--- config.mk ---
export PLATFORM = sky130hd
export DESIGN_NAME = lif_layer_scheduler
export DESIGN_NICKNAME = d
export VERILOG_FILES = /design/src/rtl/lif_pkg.sv /design/src/rtl/lif_update_core.sv /design/src/rtl/lif_layer_scheduler.sv
export SDC_FILE = /design/constraint.sdc
export NUM_CORES = 1
export LEC_CHECK = 0
export CAP_MARGIN = 20
export CORE_MARGIN = 3
export CORE_UTILIZATION = 44
export CTS_BUF_LIST = sky130_fd_sc_hd__clkbuf_4 sky130_fd_sc_hd__clkbuf_8
export DETAILED_ROUTE_END_ITERATION = 10
export PLACE_DENSITY_LB_ADDON = 0.08
export SETUP_SLACK_MARGIN = 0.15
export SLEW_MARGIN = 20
export SYNTH_ARGS = -nofsm -noshare
export SYNTH_HDL_FRONTEND = slang
export SYNTH_SLANG_ARGS = --single-unit
--- constraint.sdc ---
create_clock -name clk -period 13 [get_ports clk]
set_clock_uncertainty 0.05 [all_clocks]
set_input_delay 2.6 -clock clk [delete_from_list [all_inputs] [get_ports clk]]
set_output_delay 2.6 -clock clk [all_outputs]
set_load 0.05 [all_outputs]
--- src/rtl/lif_pkg.sv ---
// Shared widths, threshold, FSM state encoding and saturation helper for the LIF layer scheduler.
package lif_pkg;

   localparam int               DEF_INPUT_WIDTH   = 8;
   localparam int               DEF_VOLTAGE_WIDTH = 16;
   localparam int               DEF_FRAC_BITS     = 8;
   localparam logic [15:0]      DEF_THRESHOLD     = 16'h0100;

   typedef logic [1:0] lif_state_t;
   localparam lif_state_t IDLE  = 2'd0;
   localparam lif_state_t RUN   = 2'd1;
   localparam lif_state_t DRAIN = 2'd2;

   // Signed add of two sign-extended operands, clamped to a width-bit signed range.
   function automatic logic signed [31:0] sat_add(input logic signed [31:0] a,
                                                  input logic signed [31:0] b,
                                                  input int width);
      logic signed [32:0] s;
      logic signed [32:0] hi;
      logic signed [32:0] lo;
      s  = {a[31], a} + {b[31], b};
      hi = (33'sd1 <<< (width - 1)) - 33'sd1;
      lo = -(33'sd1 <<< (width - 1));
      if (s > hi) begin
         return hi[31:0];
      end else if (s < lo) begin
         return lo[31:0];
      end else begin
         return s[31:0];
      end
   endfunction

endpackage

--- src/rtl/lif_update_core.sv ---
// Combinational LIF neuron update: leak, input integration, saturation, fire compare and reset.
// LIF_SOFT_RESET_EN selects subtractive reset on fire; otherwise the potential is zeroed.
module lif_update_core
   import lif_pkg::*;
#(
   parameter int                         INPUT_WIDTH   = DEF_INPUT_WIDTH,
   parameter int                         VOLTAGE_WIDTH = DEF_VOLTAGE_WIDTH,
   parameter logic [VOLTAGE_WIDTH-1:0]   THRESHOLD     = VOLTAGE_WIDTH'(DEF_THRESHOLD)
)(
   input  logic signed [VOLTAGE_WIDTH-1:0] v_stored,
   input  logic                            t0,
   input  logic signed [INPUT_WIDTH-1:0]   in_current,
   output logic signed [VOLTAGE_WIDTH-1:0] v_new,
   output logic                            spike
);

   logic signed [VOLTAGE_WIDTH-1:0] v;
   logic signed [VOLTAGE_WIDTH-1:0] leaked;

   // Fire decision uses the potential before this step's input (fire-then-reset).
   always_comb begin
      v      = t0 ? {VOLTAGE_WIDTH{1'b0}} : v_stored;
      leaked = v - (v >>> 2);
      spike  = (v > $signed(THRESHOLD));
      if (spike) begin
`ifdef LIF_SOFT_RESET_EN
         v_new = VOLTAGE_WIDTH'(sat_add(32'(v), -32'($signed(THRESHOLD)), VOLTAGE_WIDTH));
`else
         v_new = {VOLTAGE_WIDTH{1'b0}};
`endif
      end else begin
         v_new = VOLTAGE_WIDTH'(sat_add(32'(leaked), 32'(in_current), VOLTAGE_WIDTH));
      end
   end

endmodule

--- src/rtl/lif_layer_scheduler.sv ---
// Time-multiplexed LIF layer controller: FSM, neuron/timestep counters, potential memory, handshakes.
// Optional feature macro LIF_SOFT_RESET_EN is consumed by lif_update_core.
module lif_layer_scheduler
   import lif_pkg::*;
#(
   parameter int                         INPUT_WIDTH       = DEF_INPUT_WIDTH,
   parameter int                         VOLTAGE_WIDTH     = DEF_VOLTAGE_WIDTH,
   parameter int                         VOLTAGE_FRAC_BITS = DEF_FRAC_BITS,
   parameter logic [VOLTAGE_WIDTH-1:0]   THRESHOLD         = VOLTAGE_WIDTH'(DEF_THRESHOLD),
   parameter int                         NUM_NEURONS       = 64,
   parameter int                         NUM_TIMESTEPS     = 4,
   localparam int                        NW = $clog2(NUM_NEURONS),
   localparam int                        TW = (NUM_TIMESTEPS > 1) ? $clog2(NUM_TIMESTEPS) : 1
)(
   input  logic                   clk,
   input  logic                   rst,
   input  logic                   start,
   output logic                   busy,
   output logic                   done,
   input  logic                   in_valid,
   output logic                   in_ready,
   input  logic [INPUT_WIDTH-1:0] in_current,
   output logic                   out_valid,
   input  logic                   out_ready,
   output logic                   out_spike,
   output logic [NW-1:0]          out_neuron_idx,
   output logic [TW-1:0]          out_timestep,
   output logic                   out_last
);

   if (NUM_NEURONS < 2) begin : g_bad_neurons
      $error("NUM_NEURONS must be at least 2");
   end
   if (NUM_TIMESTEPS < 1) begin : g_bad_timesteps
      $error("NUM_TIMESTEPS must be at least 1");
   end
   if (VOLTAGE_FRAC_BITS >= VOLTAGE_WIDTH) begin : g_bad_frac
      $error("VOLTAGE_FRAC_BITS must be smaller than VOLTAGE_WIDTH");
   end

   lif_state_t                      state;
   logic [NW-1:0]                   n;
   logic [TW-1:0]                   t;
   logic signed [VOLTAGE_WIDTH-1:0] mem [NUM_NEURONS];
   logic signed [VOLTAGE_WIDTH-1:0] v_new;
   logic                            spike;
   logic                            accept;
   logic                            take;
   logic                            last_n;
   logic                            last_t;

   assign last_n   = (n == NW'(NUM_NEURONS - 1));
   assign last_t   = (t == TW'(NUM_TIMESTEPS - 1));
   assign in_ready = (state == RUN) && (!out_valid || out_ready);
   assign accept   = in_valid && in_ready;
   assign take     = out_valid && out_ready;
   assign busy     = (state != IDLE);
   assign done     = (state == DRAIN) && take && out_last;

   lif_update_core #(
      .INPUT_WIDTH   (INPUT_WIDTH),
      .VOLTAGE_WIDTH (VOLTAGE_WIDTH),
      .THRESHOLD     (THRESHOLD)
   ) u_core (
      .v_stored   (mem[n]),
      .t0         (t == {TW{1'b0}}),
      .in_current ($signed(in_current)),
      .v_new      (v_new),
      .spike      (spike)
   );

   // FSM, counters and output register.
   always_ff @(posedge clk) begin
      if (rst) begin
         state          <= IDLE;
         n              <= {NW{1'b0}};
         t              <= {TW{1'b0}};
         out_valid      <= 1'b0;
         out_spike      <= 1'b0;
         out_neuron_idx <= {NW{1'b0}};
         out_timestep   <= {TW{1'b0}};
         out_last       <= 1'b0;
      end else begin
         case (state)
            IDLE: begin
               if (start) begin
                  state <= RUN;
                  n     <= {NW{1'b0}};
                  t     <= {TW{1'b0}};
               end
            end
            RUN: begin
               if (accept && last_n && last_t) begin
                  state <= DRAIN;
               end
            end
            DRAIN: begin
               if (take && out_last) begin
                  state <= IDLE;
               end
            end
            default: state <= IDLE;
         endcase

         if (accept) begin
            out_valid      <= 1'b1;
            out_spike      <= spike;
            out_neuron_idx <= n;
            out_timestep   <= t;
            out_last       <= last_n && last_t;
            if (last_n) begin
               n <= {NW{1'b0}};
               t <= last_t ? {TW{1'b0}} : t + {{(TW-1){1'b0}}, 1'b1};
            end else begin
               n <= n + {{(NW-1){1'b0}}, 1'b1};
            end
         end else if (take) begin
            out_valid <= 1'b0;
         end
      end
   end

   // Potential memory: no reset, stale contents are masked at t==0.
   always_ff @(posedge clk) begin
      if (accept) begin
         mem[n] <= v_new;
      end
   end

endmodule

==> After elaboration in Yosys (flattened, before gate mapping) <==
Memories as Yosys holds them, arrays and structs flattened. A register that Yosys moved wholly into a read port is not among the register bits.
Index checks and enable logic that the tools add are counted.
W data, S select, Z words.
{ "op_classes": {"n_addsub": 4, "n_mul": 0, "div": 0, "magnitude_cmp": 3, "n_eq_ne": 7, "shift": 0, "n_mux": 23, "bitwise": 0, "n_reduce_logical": 19} }
{ "ops": {"columns": ["operator", "count"], "rows": [
  ["$mux W16", 4],
  ["$mux W6", 6],
  ["$add A16 B8 Y17", 1],
  ["$gt A17 B16 Y1 const B", 1],
  ["$lt A17 B16 Y1 const B", 1],
  ["$gt A16 B10 Y1 const B", 1],
  ["$mux W2", 8],
  ["$sub A16 B14 Y16", 1],
  ["$logic_and A1 B1 Y1", 9],
  ["$reduce_bool A2 Y1", 4],
  ["$add A6 B1 Y6 const B", 1],
  ["$eq A6 B6 Y1 const B", 1],
  ["$pmux W2 S3", 1],
  ["$eq A2 B2 Y1 const B", 2],
  ["$logic_not A2 Y1", 2],
  ["$mux W1", 4],
  ["$ne A2 B1 Y1 const B", 2],
  ["$reduce_and A3 Y1", 1],
  ["$add A2 B1 Y2 const B", 1],
  ["$eq A2 B1 Y1 const B", 1],
  ["$ne A2 B2 Y1 const B", 1],
  ["$reduce_and A2 Y1", 1],
  ["$logic_not A1 Y1", 1],
  ["$logic_or A1 B1 Y1", 1]
]} }
{ "word_totals": {"register_bits": 21, "latch_bits": 0, "ramBits": 1024, "rom_bits": 0, "input_bits": 13, "output_inout_bits": 14, "wordCells": 65, "mem_count": 1} }
{ "mem_list": {"columns": ["name", "words", "word_bits", "rd", "rd_ports_with_merged_regs", "wr", "line", "rtl"], "rows": [
  ["mem", 64, 16, 1, 1, 1, "lif_layer_scheduler.sv:44", "logic signed [VOLTAGE_WIDTH-1:0] mem [NUM_NEURONS];"]
]} }

==> Longest topological paths before layout <==
Gate-level depths: netlist of run 1.
{ "logic_depth": {"word_depth": 8, "depth_mapped": 30, "ltp_nobuf": 24} }

==> By module <==
Synthesis of run 1 repeated with hierarchy kept, for this count alone.
{ "unflattened": {"cells_unflattened": 2224, "hier_area_um2": 42489.5} }
{ "by_module_without_submodules": {"columns": ["mod", "n_inst", "cells_each", "area_per_inst_um2", "seq_area_each_um2"], "rows": [
  ["lif_layer_scheduler", 1, 1924, 40382.5, 31290.0],
  ["lif_update_core", 1, 300, 2107.0, 0.0]
]} }

==> Least setup slack after synthesis of run 1 <==
OpenSTA, ideal clock, no wires.
{ "synth_timing": {"path_kind": "register -> register", "startpoint": "register (tool-made name)", "endpoint": "memory mem[0][10] in the netlist's numbering, data pin", "setup_ns": 0.719, "arrival_time_ns": 8.780, "required_time_ns": 12.231, "path_slack_ns": 3.451, "stages_incl_launch_ff": 28, "n_path_buf": 5, "synth_period_minus_slack_ns": 9.549, "path_cell_list": "dfxtp_1 > buf_2 > buf_2 > buf_4 > buf_2 > buf_1 > mux4_2 > mux4_2 > mux4_2 > and2_1 > fa_1 > nand3b_1 > a22oi_1 > o21bai_1 > a21o_1 > a211oi_1 > nor3_1 > ha_1 > o21a_1 > o21a_1 > o21ai_0 > a31oi_1 > o21ai_0 > a21boi_0 > o31ai_1 > a31oi_1 > o21bai_1 > o31ai_1"} }
{ "synth_rtl": {"columns": ["element", "line"], "rows": [
  ["to (decl)", "lif_layer_scheduler.sv:44"]
]} }

==> run metrics, run 1 <==
outcome finished clean; Worst-Margin Slew 1080 ps; RSZ-0062 raised after global routing no; FF+latch count, synth 1051; Area after DPL 44600 um^2; Worst Path Arrival 9940 ps; die height 316 um; GRT Total Usage 22.5%; Lkg Pwr 14.8 nW; CORE AREA 95200 um^2; GPL Wtd Cong 0.853; commonest non-fill, non-tap cell in the layout edfxtp_1; routed vias 21000; asr flop ratio synth 0%; clk_lat worst skew 840 ps; worst hold path class reg2reg; clock tree buffer depth 3; # IOs 27; # DRC 0; ANT nets after route 0; I/O Buffers 26; CP Class reg2reg; Via density 5.81; placed cells 3301; first-pass GRT wire length 156 mm; Area contributors post-synth edfxtp_1, mux4_2, dfxtp_1; final hold vios 0; vias in the first global route 21600; GRT overflow 0; Power per Cell Area 142 nW/um^2; cell taking the most area after synthesis edfxtp_1; Finished Cell Area 47900 um^2; CP endpoint kind flop; pin count of the biggest net entering global routing 73; final instance count without filler cells 3619; Synth top area share 72.8%; CTS Buf Count 173; Max Cap Viol 0; Worst-path clk slew 60 ps; CTS H-tree depth 4; Rows 113; Worst Path Max Fanout 48; initial antenna violation count 4; TritonRoute pass-1 iters 6; fmax 106 MHz; EDFF count, synth 1024; Pwr Total 6.80 mW; wire per inst 30.2 um; CTS root buffer clkbuf_8; initial core utilization 44.4%; Post-Synthesis Cell Area 42200 um^2; DR iter-0 viols 1986; DRT Wirelength 109 mm; synth warn 0; Mapped Nets 2060; synth-to-layout area growth 13.4%; mean post-synth cell area 21.0 um^2; fin crit period 9440 ps; startpoint types flop; Req. time, crit path 13500 ps; VDD IR max 0.0711 mV; register area share after synthesis 74.1%; nets@finish 2260; Final Cycle Share 72.6%; # setup viols final 0; Slew Viols, Final 0; DP HPWL 62.7 mm; chip width 316 um; cell count after synthesis 2012; cts repair resizes 0; CTS tree done; die area 99700 um^2; Relative slew margins 25.6%; ys flop type edfxtp_1; Fin Setup TNS 0 ps; Post-CTS Setup Bufs 0; distinct cell type count after synthesis 71; share of cells above drive strength 1 30.4%; most frequent cells in the layout edfxtp_1, mux4_2, clkbuf_8; CTS hold repair buffers 0; Clock Sink Count 1051
-- power by group --
part | switching, mW | leakage (nW) | total, mW | internal (mW)
sequential | 0.00546 | 9.39 | 3.77 | 3.77
combinational | 0.181 | 3.70 | 0.267 | 0.0868
clock | 1.31 | 1.75 | 2.76 | 1.45
total | 1.49 | 14.8 | 6.80 | 5.30
-- critical path: stages, from the launching register on --
cell	delay (ps)
dfxtp_4	720
buf_4	810
mux4_2	600
mux4_2	560
mux4_2	500
and2_1	210
fa_1	460
nand3b_1	210
a22oi_1	280
o21bai_1	170
a21o_1	200
a211oi_1	220
nor3_1	80
ha_1	360
o21a_1	140
o21a_1	130
o21ai_0	110
a31oi_1	160
o21ai_0	110
a21boi_0	470
o31ai_1	150
a31oi_1	660
nand3b_1	560
buf_8	330
o21ai_4	250
buf_4	530
-- final timing paths --
| kind | slack, ps | depth (start not counted) | end | from |
|---|---|---|---|---|
| worst min register to register | 410 | 2 | out_neuron_idx[3] | out_neuron_idx[3] |
| worst min-delay path | 410 | 2 | out_neuron_idx[3] | out_neuron_idx[3] |
| worst max-delay path | 3560 | 25 | mem[21][11] | flop |
| worst max register to register | 3560 | 25 | mem[21][11] | flop |
-- per-stage QoR --
stage | utilization (%) | hold slack [ps] | worst slack (ps)
6_report | 50.3 | 408 | 3560
4_1_cts | 50.3 | 411 | 2960
5_1_grt | 50.3 | 431 | 2860
3_3_place_gp | 46.8 | 395 | 3210
2_1_floorplan | - | 399 | 3450
3_5_place_dp | 46.8 | 403 | 3050
-- cells in the mapped netlist, types with 10 or more instances --
library cell	count
nor2_1	111
nand3_1	18
xor2_1	13
nand3b_1	12
inv_1	24
clkbuf_1	36
ha_1	33
o21ai_0	24
a21oi_1	47
nor2b_1	10
nand2_1	47
mux4_2	281
buf_4	11
buf_1	11
edfxtp_1	1024
a31oi_1	10
mux2i_1	38
buf_2	36
xnor2_1	13
dfxtp_1	27
mux4_1	18
a211oi_1	13
-- layer usage --
metal / global-route usage (%) / wire length (um)
met1: 31.7 / 46600
met2: 35.2 / 52500
met3: 5.27 / 7780
met4: 6.71 / 2450
met5: 0 / 0
-- kinds of logic after synthesis --
kind of cell | Yosys count | synth area share [%]
adder cells (fa/ha/maj) | 35 | 1.07
multiplexers | 342 | 17.1
flip-flops | 1051 | 74.1
AO/OA/AOI/OAI | 176 | 2.74
XOR/XNOR | 26 | 0.539
AND/OR/NAND/NOR | 252 | 2.82
buffers and inverters | 130 | 1.60
-- final cells by class --
class / instances / area (um^2)
Fill cell: 7666 / 47300
Clock buffer: 227 / 2790
Timing Repair Buffer: 129 / 1080
Sequential cell: 1051 / 31300
Inverter: 26 / 97.6
Clock inverter: 88 / 509
Tap cell: 1265 / 1580
Multi-Input combinational cell: 831 / 10500
Antenna cell: 2 / 5.00
-- state kept, by name, indices dropped and copies added, names as in the netlist, named ones only --
register / cells
out_timestep: 2
out_last: 1
n: 6
out_valid: 1
out_neuron_idx: 6
t: 2
out_spike: 1
state: 2
mem: 1024
Note: power is estimated with default switching activity, not from simulation.
==> inputs of run 2 (changes only) <==
Clock period 13 ns to 8 ns, I/O delays scaled along.
==> run 2 against run 1 <==
  * Core utilization is 0.94 points higher
  * Power increased by 66%
  * Clock power increased by 70%
  * Via count rose by 3.0%
  * Fmax grew 26%
  * Die area unchanged
  * Largest power group unchanged
  * Highest routed layer unchanged
==> run metrics, run 2 (synthesis results as in run 1) <==
outcome finished clean (unchanged); CP endpoint kind flop (unchanged); routed vias 21600 (was 21000); Top Registers mem: 1024 flops, n: 6 flops, out_neuron_idx: 6 flops (unchanged); CORE AREA 95200 um^2 (unchanged); first-pass GRT wire length 164 mm (was 156 mm); vias in the first global route 22400 (was 21600); Final Cycle Share 93.7% (was 72.6%); Area after DPL 45200 um^2 (was 44600 um^2); Clock Sink Count 1051 (unchanged); Hold WS 409 ps (was 408 ps); Top reg by flops mem (unchanged); FF-to-FF path depth 26 (was 25); die area 99700 um^2 (unchanged); Max Cap Viol 0 (unchanged); Worst Path Arrival 8010 ps (was 9940 ps); max reg flops 1024 (unchanged); Finished Cell Area 48800 um^2 (was 47900 um^2); # setup viols final 0 (unchanged); CTS hold repair buffers 0 (unchanged); TritonRoute pass-1 iters 5 (was 6); Via density 5.88 (was 5.81); RR Endpoint mem[18][13] (was mem[21][11]); GRT overflow 0 (unchanged); Worst-Margin Slew 923 ps (was 1080 ps); number of fillers in the final layout 7550 (was 7666); hold endpoint out_neuron_idx[2] (was out_neuron_idx[3]); Lkg Pwr 15.3 nW (was 14.8 nW); CTS tree done (unchanged); pin count of the biggest net entering global routing 65 (was 73); Slew Viols, Final 0 (unchanged); RSZ-0062 raised after global routing no (unchanged); initial antenna violation count 4 (unchanged); I/O Buffers 26 (unchanged); Req. time, crit path 8510 ps (was 13500 ps); CP Class reg2reg (unchanged); DRT Wirelength 115 mm (was 109 mm); die height 316 um (unchanged); Worst Hold Depth 2 (unchanged); Rows 113 (unchanged); crit path max-delay cell type mux4_2 (was buf_4); initial core utilization 44.4% (unchanged); Fin Setup TNS 0 ps (unchanged); # IOs 27 (unchanged); VDD IR max 0.167 mV (was 0.0711 mV); worst hold path class reg2reg (unchanged); nets@finish 2323 (was 2260); GPL Wtd Cong 0.887 (was 0.853); Worst-path clk slew 60 ps (about the same); CTS root buffer clkbuf_8 (unchanged); slowest stage delay, CP 530 ps (was 810 ps); synth-to-layout area growth 15.5% (was 13.4%); startpoint types flop (unchanged); DR iter-0 viols 2032 (was 1986); wire per inst 31.3 um (was 30.2 um); Pwr Total 11.3 mW (was 6.80 mW); CTS Buf Count 174 (was 173); Power per Cell Area 231 nW/um^2 (was 142 nW/um^2); clock tree buffer depth 3 (unchanged); clk_lat worst skew 870 ps (was 840 ps); chip width 316 um (unchanged); share of cells above drive strength 1 32.8% (was 30.4%); fin crit period 7500 ps (was 9440 ps); fmax 133 MHz (was 106 MHz); Worst Path Max Fanout 44 (was 48); worst reg2reg setup slack 500 ps (was 3560 ps); GRT Total Usage 23.5% (was 22.5%); commonest non-fill, non-tap cell in the layout edfxtp_1 (unchanged); DP HPWL 68.2 mm (was 62.7 mm); Relative slew margins 38.3% (was 25.6%); CTS H-tree depth 4 (unchanged); final hold vios 0 (unchanged); ANT nets after route 0 (unchanged); most frequent cells in the layout edfxtp_1, mux4_2, clkbuf_8 (unchanged); HP Start out_neuron_idx[2] (was out_neuron_idx[3]); # DRC 0 (unchanged)
==> run 2: cell types whose count changed in the layout (fill, tap and decap cells not counted), moves of 2 or more <==
cell	before	now
buf_12	3	20
buf_4	99	141
bufinv_16	2	6
clkinv_1	54	44
clkinv_2	19	22
inv_12	1	4
inv_6	6	2
inv_8	2	4
nor2_2	21	17
nor2_4	5	11
==> run 2: cell type report <==
cell class	instances	area [um^2]	share of cell area, %
sequential	1051	31300	64.2
multi-input combinational	832	10600	21.7
clock buffer	228	2800	5.74
timing repair buffer	190	1770	3.63
tap	1265	1580	3.24
clock inverter	87	651	1.33
inverter	26	97.6	0.200
antenna	1	2.50	0.00513
==> run 2: metal layers <==
| metal | up-vias | part of all wire (%) | wire length (um) | global-route usage [%] |
|---|---|---|---|---|
| met5 | - | 0 | 0 | 0 |
| met4 | 0 | 2.2 | 2560 | 6.73 |
| met3 | 165 | 6.4 | 7400 | 4.72 |
| met2 | 785 | 49 | 56100 | 37.9 |
| met1 | 11700 | 43 | 49100 | 32.9 |
| li1 | 8986 | - | - | - |
==> run 2: report_power, final <==
part / switching, mW / internal (mW) / total (mW) / leakage [nW]
Sequential: 0.00396 / 6.12 / 6.12 / 9.39
Combinational: 0.314 / 0.169 / 0.484 / 4.08
Clock: 2.17 / 2.51 / 4.68 / 1.82
==> run 2: through the flow <==
step	std cells	util, %	setup slack [ps]
final	3680	51.3	501
after detailed placement	3353	47.5	172
after global routing	3680	51.3	151
after CTS	3669	51.1	174
after floorplan	2012	-	-518
after global placement	3352	47.5	211
==> run 2: worst max path at each step <==
stage / cells after the start / end / start / slack (ps)
4_1_cts: 24 / mem[56][1] / flop / 170
2_1_floorplan: 28 / mem[0][11] / flop / -520
5_1_grt: 24 / mem[11][4] / flop / 150
6_report: 26 / mem[18][13] / flop / 500
3_3_place_gp: 25 / mem[13][0] / flop / 210
3_5_place_dp: 25 / mem[11][0] / flop / 170
==> run 2: what timing repair did <==
item	4_1_cts	5_1_grt
setup endpoints to repair	23	896
buffers inserted	0	9
pin swaps	1	1
gates resized for setup	0	5
cloned	1	0
==> run 2: critical path, delay by kind of cell, from the launching register on <==
kind | cells | cell delay (ps)
muxes | 3 | 1510
buffers and inverters | 5 | 1070
AOI/OAI and AO/OA | 13 | 2740
and+or+nand+nor | 2 | 530
xor gates and xnor gates | 1 | 160
adders and majority gates | 2 | 570
DFF | 1 | 420
==> inputs of run 3 (changes only) <==
Settings changed: CORE_ASPECT_RATIO from default to 0.6.
==> run 3 against run 2 <==
  * Core utilization rose by 0.13 points
  * Final area is 0.33% lower
  * Flip-flop and latch count stayed put
  * Largest power group unchanged
  * Final cell count shrank 1.2%
==> run metrics, run 3 (synthesis results as in run 1) <==
DRT Wirelength 118 mm (was 115 mm); Relative slew margins 33.0% (was 38.3%); Clock Sink Count 1051 (unchanged); die area 99900 um^2 (was 99700 um^2); ANT nets after route 0 (unchanged); clk_lat worst skew 820 ps (was 870 ps); Worst-path clk slew 60 ps (about the same); # IOs 27 (unchanged); RR Endpoint mem[17][8] (was mem[18][13]); startpoint types flop (unchanged); GPL Wtd Cong 0.883 (was 0.887); Req. time, crit path 8590 ps (was 8510 ps); Top Registers mem: 1024 flops, n: 6 flops, out_neuron_idx: 6 flops (unchanged); outcome finished clean (unchanged); first-pass GRT wire length 167 mm (was 164 mm); initial core utilization 44.6% (was 44.4%); CTS root buffer clkbuf_8 (unchanged); worst reg2reg setup slack 550 ps (was 500 ps); I/O Buffers 26 (unchanged); number of fillers in the final layout 7461 (was 7550); Rows 87 (was 113); routed vias 21900 (was 21600); fin util 51.4% (was 51.3%); FF-to-FF path depth 27 (was 26); Top reg by flops mem (unchanged); DR iter-0 viols 2467 (was 2032); # DRC 0 (unchanged); most frequent cells in the layout edfxtp_1, mux4_2, clkbuf_8 (unchanged); CP endpoint kind flop (unchanged); CTS Buf Count 157 (was 174); GRT Total Usage 24.0% (was 23.5%); Max Cap Viol 0 (unchanged); fin crit period 7450 ps (was 7500 ps); Fin Setup TNS 0 ps (unchanged); CTS H-tree depth 4 (unchanged); Worst Path Arrival 8040 ps (was 8010 ps); pin count of the biggest net entering global routing 65 (unchanged); TritonRoute pass-1 iters 5 (unchanged); fmax 134 MHz (was 133 MHz); CORE AREA 94600 um^2 (was 95200 um^2); # setup viols final 0 (unchanged); final hold vios 0 (unchanged); CTS hold repair buffers 0 (unchanged); worst hold path class reg2reg (unchanged); Worst Path Max Fanout 32 (was 44); max reg flops 1024 (unchanged); commonest non-fill, non-tap cell in the layout edfxtp_1 (unchanged); clock tree buffer depth 3 (unchanged); Via density 6.04 (was 5.88); initial antenna violation count 5 (was 4); VDD IR max 0.170 mV (was 0.167 mV); Worst Hold Depth 2 (unchanged); CTS tree done (unchanged); Power per Cell Area 223 nW/um^2 (was 231 nW/um^2); RSZ-0062 raised after global routing no (unchanged); CP Class reg2reg (unchanged); DP HPWL 72.3 mm (was 68.2 mm); synth-to-layout area growth 15.1% (was 15.5%); die height 246 um (was 316 um); Lkg Pwr 15.2 nW (was 15.3 nW); share of cells above drive strength 1 33.2% (was 32.8%); Worst-Margin Slew 1010 ps (was 923 ps); GRT overflow 0 (unchanged); wire per inst 32.4 um (was 31.3 um); crit path to mem[17][8] (was mem[18][13]); nets@finish 2327 (was 2323); chip width 406 um (was 316 um); vias in the first global route 21800 (was 22400); Final Cycle Share 93.1% (was 93.7%); Slew Viols, Final 0 (unchanged)
==> run 3: area by class of cell <==
type | instances | area (um^2) | area share, %
timing repair buffer | 212 | 2150 | 4.42
tap | 1246 | 1560 | 3.21
clock buffer | 213 | 2590 | 5.33
clock inverter | 55 | 309 | 0.636
inverter | 26 | 97.6 | 0.201
antenna | 2 | 5.00 | 0.0103
multi-input combinational | 831 | 10600 | 21.8
sequential | 1051 | 31300 | 64.4
==> run 3: through the flow <==
stage,setup slack (ps),hold slack (ps),std cells,instance area (um^2),total power [mW]
2_1_floorplan,-518,399,2012,42200,6.52
3_3_place_gp,321,392,3355,45600,6.74
3_5_place_dp,272,398,3355,45600,6.76
4_1_cts,221,407,3623,48500,10.9
5_1_grt,186,426,3635,48600,11.2
6_report,552,406,3636,48600,10.8
==> run 3: per-layer routing <==
layer  routed length, um  GRT usage [%]
met4                2580           7.04
met2               50500           33.3
met1               54700           37.8
met5                   0              0
met3               10200           5.52
==> run 3: where the power goes <==
part / internal (mW) / total (mW) / switching [mW]
Clock: 2.13 / 4.18 / 2.05
Sequential: 6.11 / 6.12 / 0.00391
Combinational: 0.201 / 0.527 / 0.325
==> run 3: worst min path at each step <==
stage | startpoint | to | slack, ps
CTS | out_neuron_idx[0] | out_neuron_idx[0] | 410
detailed placement | out_neuron_idx[0] | out_neuron_idx[0] | 400
global route | out_neuron_idx[3] | out_neuron_idx[3] | 430
floorplan | t[1] | out_timestep[1] | 400
global placement | out_neuron_idx[0] | out_neuron_idx[0] | 390
finish | out_neuron_idx[0] | out_neuron_idx[0] | 410
==> run 3: what timing repair did <==
| action | in CTS | in global routing |
|---|---|---|
| endpoints found under the setup margin | 0 | 1024 |
| gates resized for setup | 0 | 2 |
| buffers inserted | 0 | 11 |
==> run 3: worst max-delay path, cell delays in order (launching register included) <==
cell and delay [ps]:
dfxtp_4 390, buf_12 160, buf_12 170, buf_4 210, buf_4 320, mux4_2 550, mux2i_1 450, a31oi_1 310
a2bb2oi_2 260, nor2_1 70, ha_1 400, a21o_1 190, a21oi_1 140, nor2b_1 80, nor2_1 120, o21ai_0 190
a2111oi_0 670, o21bai_1 150, xor2_1 170, ha_1 350, a21o_1 210, a41oi_1 220, buf_4 170, a211o_1 230
buf_4 150, nand2_1 180, a21oi_4 400, buf_12 240
==> RTL change 1, RTL diff (flow settings as in run 1) <==
Change the package constant `DEF_VOLTAGE_WIDTH` from 16 to 24.
--- a/src/rtl/lif_pkg.sv
+++ b/src/rtl/lif_pkg.sv
@@ -2,7 +2,7 @@
 package lif_pkg;
 
    localparam int               DEF_INPUT_WIDTH   = 8;
-   localparam int               DEF_VOLTAGE_WIDTH = 16;
+   localparam int               DEF_VOLTAGE_WIDTH = 24;
    localparam int               DEF_FRAC_BITS     = 8;
    localparam logic [15:0]      DEF_THRESHOLD     = 16'h0100;
 
Behaviour: no difference found for any inputs over 4 cycles, from zero or initial values and one cycle with rst high; that may be too few to reach the edited logic, so the function may still have changed.
==> RTL change 1 against run 1 <==
Wire length up 67%. Via count grew 52%. Sequential power is 49% higher. Sequential cell count increased by 512. Worst setup slack got worse by 250 ps. Final area grew 48%. Area after synthesis rose by 49%. Critical path type unchanged. Power rose by 51%.
==> RTL change 1: results (changes against run 1) <==
[outcome]
status=complete, no violations

[grt]
met1_usage_pct=35.11  ; +3.4 points
grt_usage_pct=25.04  ; +2.6 points
use_met2_pct=39.40  ; +4.2 points
grt_max_degree=86  ; +18%

[finish]
final_nets=3266  ; +45%
top_regs=mem x1536, n x6, out_neuron_idx x6
fillers=11300  ; +47%

[drt]
met1_length_um=76230  ; +63%
first_iter_violations=3205  ; +61%
top_layer_used=met5
via_per_inst=6.083  ; +4.8%
routed-wl-met2_um=87250  ; +66%
wl_met3_um=12140  ; +56%

[clocking]
clock_latency_ps=960  ; +120 ps
cts_inserted_buffers=279  ; +61%
h-tree-depth=5  ; +1

[power_and_ir_drop]
ir_worst_vdd_mv=0.09072  ; +28%
p_sw_mw=2.170  ; +45%

[yosys]
ys_seq_area_share_pct=74.37  ; +0.27 points
synthTopCellsByArea=edfxtp_1, mux4_2, mux2i_1
yosysTopAreaCellShare_pct=73.50  ; +0.69 points
synth_compound_area_share_pct=2.909  ; +0.17 points

[critical_path]
crit_fanout=40  ; -17%
critPathArrivalTime_ps=10300  ; +360 ps
ff2ff_setup_slack_ps=3310  ; -250 ps

[worst_hold_path]
whs_endpoint=out_timestep[0]
hp-start=out_timestep[0]

[RTL change 1: cell type report]
cell class	count	area (µm²)	share of cell area [%]
clock buffers	368	4558	6.414
multi-input cells	1160	15520	21.84
clock inverters	86	505.5	0.7113
diodes	7	17.52	0.02465
inverters	42	160.2	0.2254
flip-flops and latches	1563	46680	65.68
repair buffers	155	1279	1.799
well taps	1876	2347	3.303
[RTL change 1: per-stage QoR]
| stage | worst slack, ps | utilization, % | hold slack [ps] | instances | instance area [µm²] |
|---|---|---|---|---|---|
| 2_1_floorplan | 3356 | - | 409.1 | 2905 | 62750 |
| 5_1_grt | 2573 | 50.55 | 431.7 | 5253 | 71050 |
| 6_report | 3314 | 50.56 | 403.0 | 5257 | 71060 |
| 4_1_cts | 3189 | 50.54 | 405.3 | 5250 | 71040 |
| 3_5_place_dp | 3206 | 46.94 | 397.5 | 4796 | 65980 |
| 3_3_place_gp | 3358 | 46.93 | 401.1 | 4796 | 65970 |
==> RTL change 2, RTL diff (settings of run 1) <==
Without the edit above. Make the reset (`rst`) asynchronous in one clocked block.
--- a/src/rtl/lif_layer_scheduler.sv
+++ b/src/rtl/lif_layer_scheduler.sv
@@ -70,7 +70,7 @@
    );
 
    // FSM, counters and output register.
-   always_ff @(posedge clk) begin
+   always_ff @(posedge clk or posedge rst) begin
       if (rst) begin
          state          <= IDLE;
          n              <= {NW{1'b0}};
Behaviour: differs if rst is asserted again (counterexample within 4 cycles, from zero or initial values and one cycle with rst high); with rst held inactive, the same outputs for 4 cycles.
==> RTL change 2 against run 1 <==
Area after synthesis is 0.31% lower. Sequential cell count shrank 6. Largest cell class unchanged. Final area shrank 0.49%. Critical path type unchanged. Wire length grew 26%. Worst setup slack got worse by 370 ps. Die area down 0.31%.
Power is not compared: it rests on default switching activity, and its combinational part moved more than twofold at a synthesized area within 25%.
==> RTL change 2: results (changes against run 1) <==
[outcome]
status=complete, no violations

[critical_path]
ff2ff_setup_slack_ps=3200  ; -370 ps
rr_worst_depth=27  ; +8.0%
critPathArrivalTime_ps=10290  ; +350 ps
crit_fanout=74  ; +54%
cp-startpoint=n[2]
cp-endpoint=mem[53][1]

[finish]
top_regs=mem x1024, n x6, out_neuron_idx x6
final_nets=2700  ; +19%
drive_above_1_share_pct=21.74  ; -8.7 points

[place]
place.gp.congestion=0.9286  ; +8.9%
dpl_cell_area_um2=44410  ; -0.37%
dp_hpwl_um=83340  ; +33%
dp.cells=3732  ; +13%
io_buffer_count=26  ; unchanged
preCtsSetupSlack_ps=3396  ; +346.6 ps

[power_and_ir_drop]
leakage_nw=15.28

[clocking]
cts_inserted_buffers=170  ; -1.7%
clockBufferDepth=3  ; unchanged
cts-root-buf=clkbuf_8
clock_latency_ps=850
h-tree-depth=4  ; unchanged
cts_hold_buf=0  ; unchanged
cts_resized=0  ; unchanged
clkTransAtPathRegs_ps=60  ; about the same

[drt]
post_drt_wl_per_cell_um=34.25  ; +13%
first_iter_violations=3125  ; +57%
drtAntennaViolNets=0  ; unchanged
firstDrtPassIters=5  ; -1
wl_um=138000  ; +26%
via_per_inst=6.274  ; +8.1%

[yosys]
yosys.area_share.adder_pct=1.076  ; +0.0034 points
syn_inst=2468  ; +23%
async_flop_share_pct=2.010  ; +2.0 points
yosys-mux-area-fraction_pct=7.490  ; -9.6 points
yosys_warnings=0  ; unchanged
synth_cell_types=84  ; +18%
synthTopCellsByCount=edfxtp_1, nor2_1, a221oi_1, nand2_1, a22oi_1
ys_seq_area_share_pct=74.29  ; +0.20 points
synth_xor_area_share_pct=0.5409  ; +0.0017 points
synth_compound_area_share_pct=10.01  ; +7.3 points
synthTopCellsByArea=edfxtp_1, mux4_2, a221oi_1

[timing]
fin_hold_ws_ps=429.0  ; +20.62 ps
fmax_mhz=102.0  ; -3.8%
worst_pin_slew_ps=1139  ; +53.73 ps
setup_tns_ps=0  ; unchanged

[worst_hold_path]
hp-start=out_neuron_idx[3]
hold_path.class=reg -> reg
whs_endpoint=out_neuron_idx[3]

[grt]
grt_max_degree=75  ; +2.7%
grt_pass1_wl_um=193500  ; +24%
antenna_found_initial=6  ; +2
grt_usage_pct=27.83  ; +5.4 points
gr-total-overflow=0  ; unchanged

[RTL change 2: cell count changes after synthesis, sizes merged, moves of 22 or more]
cell | run 1 | this run
a21oi | 47 | 73
a221oi | 4 | 127
a22oi | 9 | 94
clkbuf | 36 | 70
dfxtp | 27 | 0
mux2 | 5 | 80
mux2i | 38 | 91
mux4 | 299 | 58
nand2 | 48 | 119
nor2 | 111 | 133
o21ai | 34 | 64
o22ai | 8 | 30
[RTL change 2: worst max-delay path: stages, from the launching register on]
cell      delay, ps
dfrtp_4         750
buf_12          410
nor2b_4         720
buf_4           410
a221oi_1        120
nor2_1          130
a221oi_1         70
o22ai_1         390
nor3_1          130
a21oi_1         500
inv_1           170
ha_1            300
or2_2           340
o211a_1         240
o31ai_1         390
a21oi_1         210
nor2_1          150
xnor2_1          80
ha_1            380
nand3_1          90
a211o_1         250
a31o_2          230
or3b_2          460
a41oi_1         380
or2_2           330
nand2b_1        130
a21oi_4         760
buf_4           630
[RTL change 2: routing by layer]
| layer | share of wire, % | track usage, % |
|---|---|---|
| met1 | 40 | 37.75 |
| met2 | 46 | 43.32 |
| met3 | 9.4 | 7.132 |
| met4 | 3.9 | 10.81 |
| met5 | 0.010 | 0 |
[RTL change 2: area by class of cell]
class	instances	area (µm²)
fillers	7770	46370
clock inverters	45	236.5
multi-input cells	1239	10100
inverters	29	108.9
repair buffers	167	1396
clock buffers	249	2952
diodes	3	7.507
flip-flops and latches	1045	31290
well taps	1254	1569
[RTL change 2: report_power, final]
group / internal, mW / switching (mW)
combinational: 0.0196 / 0.106
clock: 1.46 / 1.27
sequential: 3.73 / 0
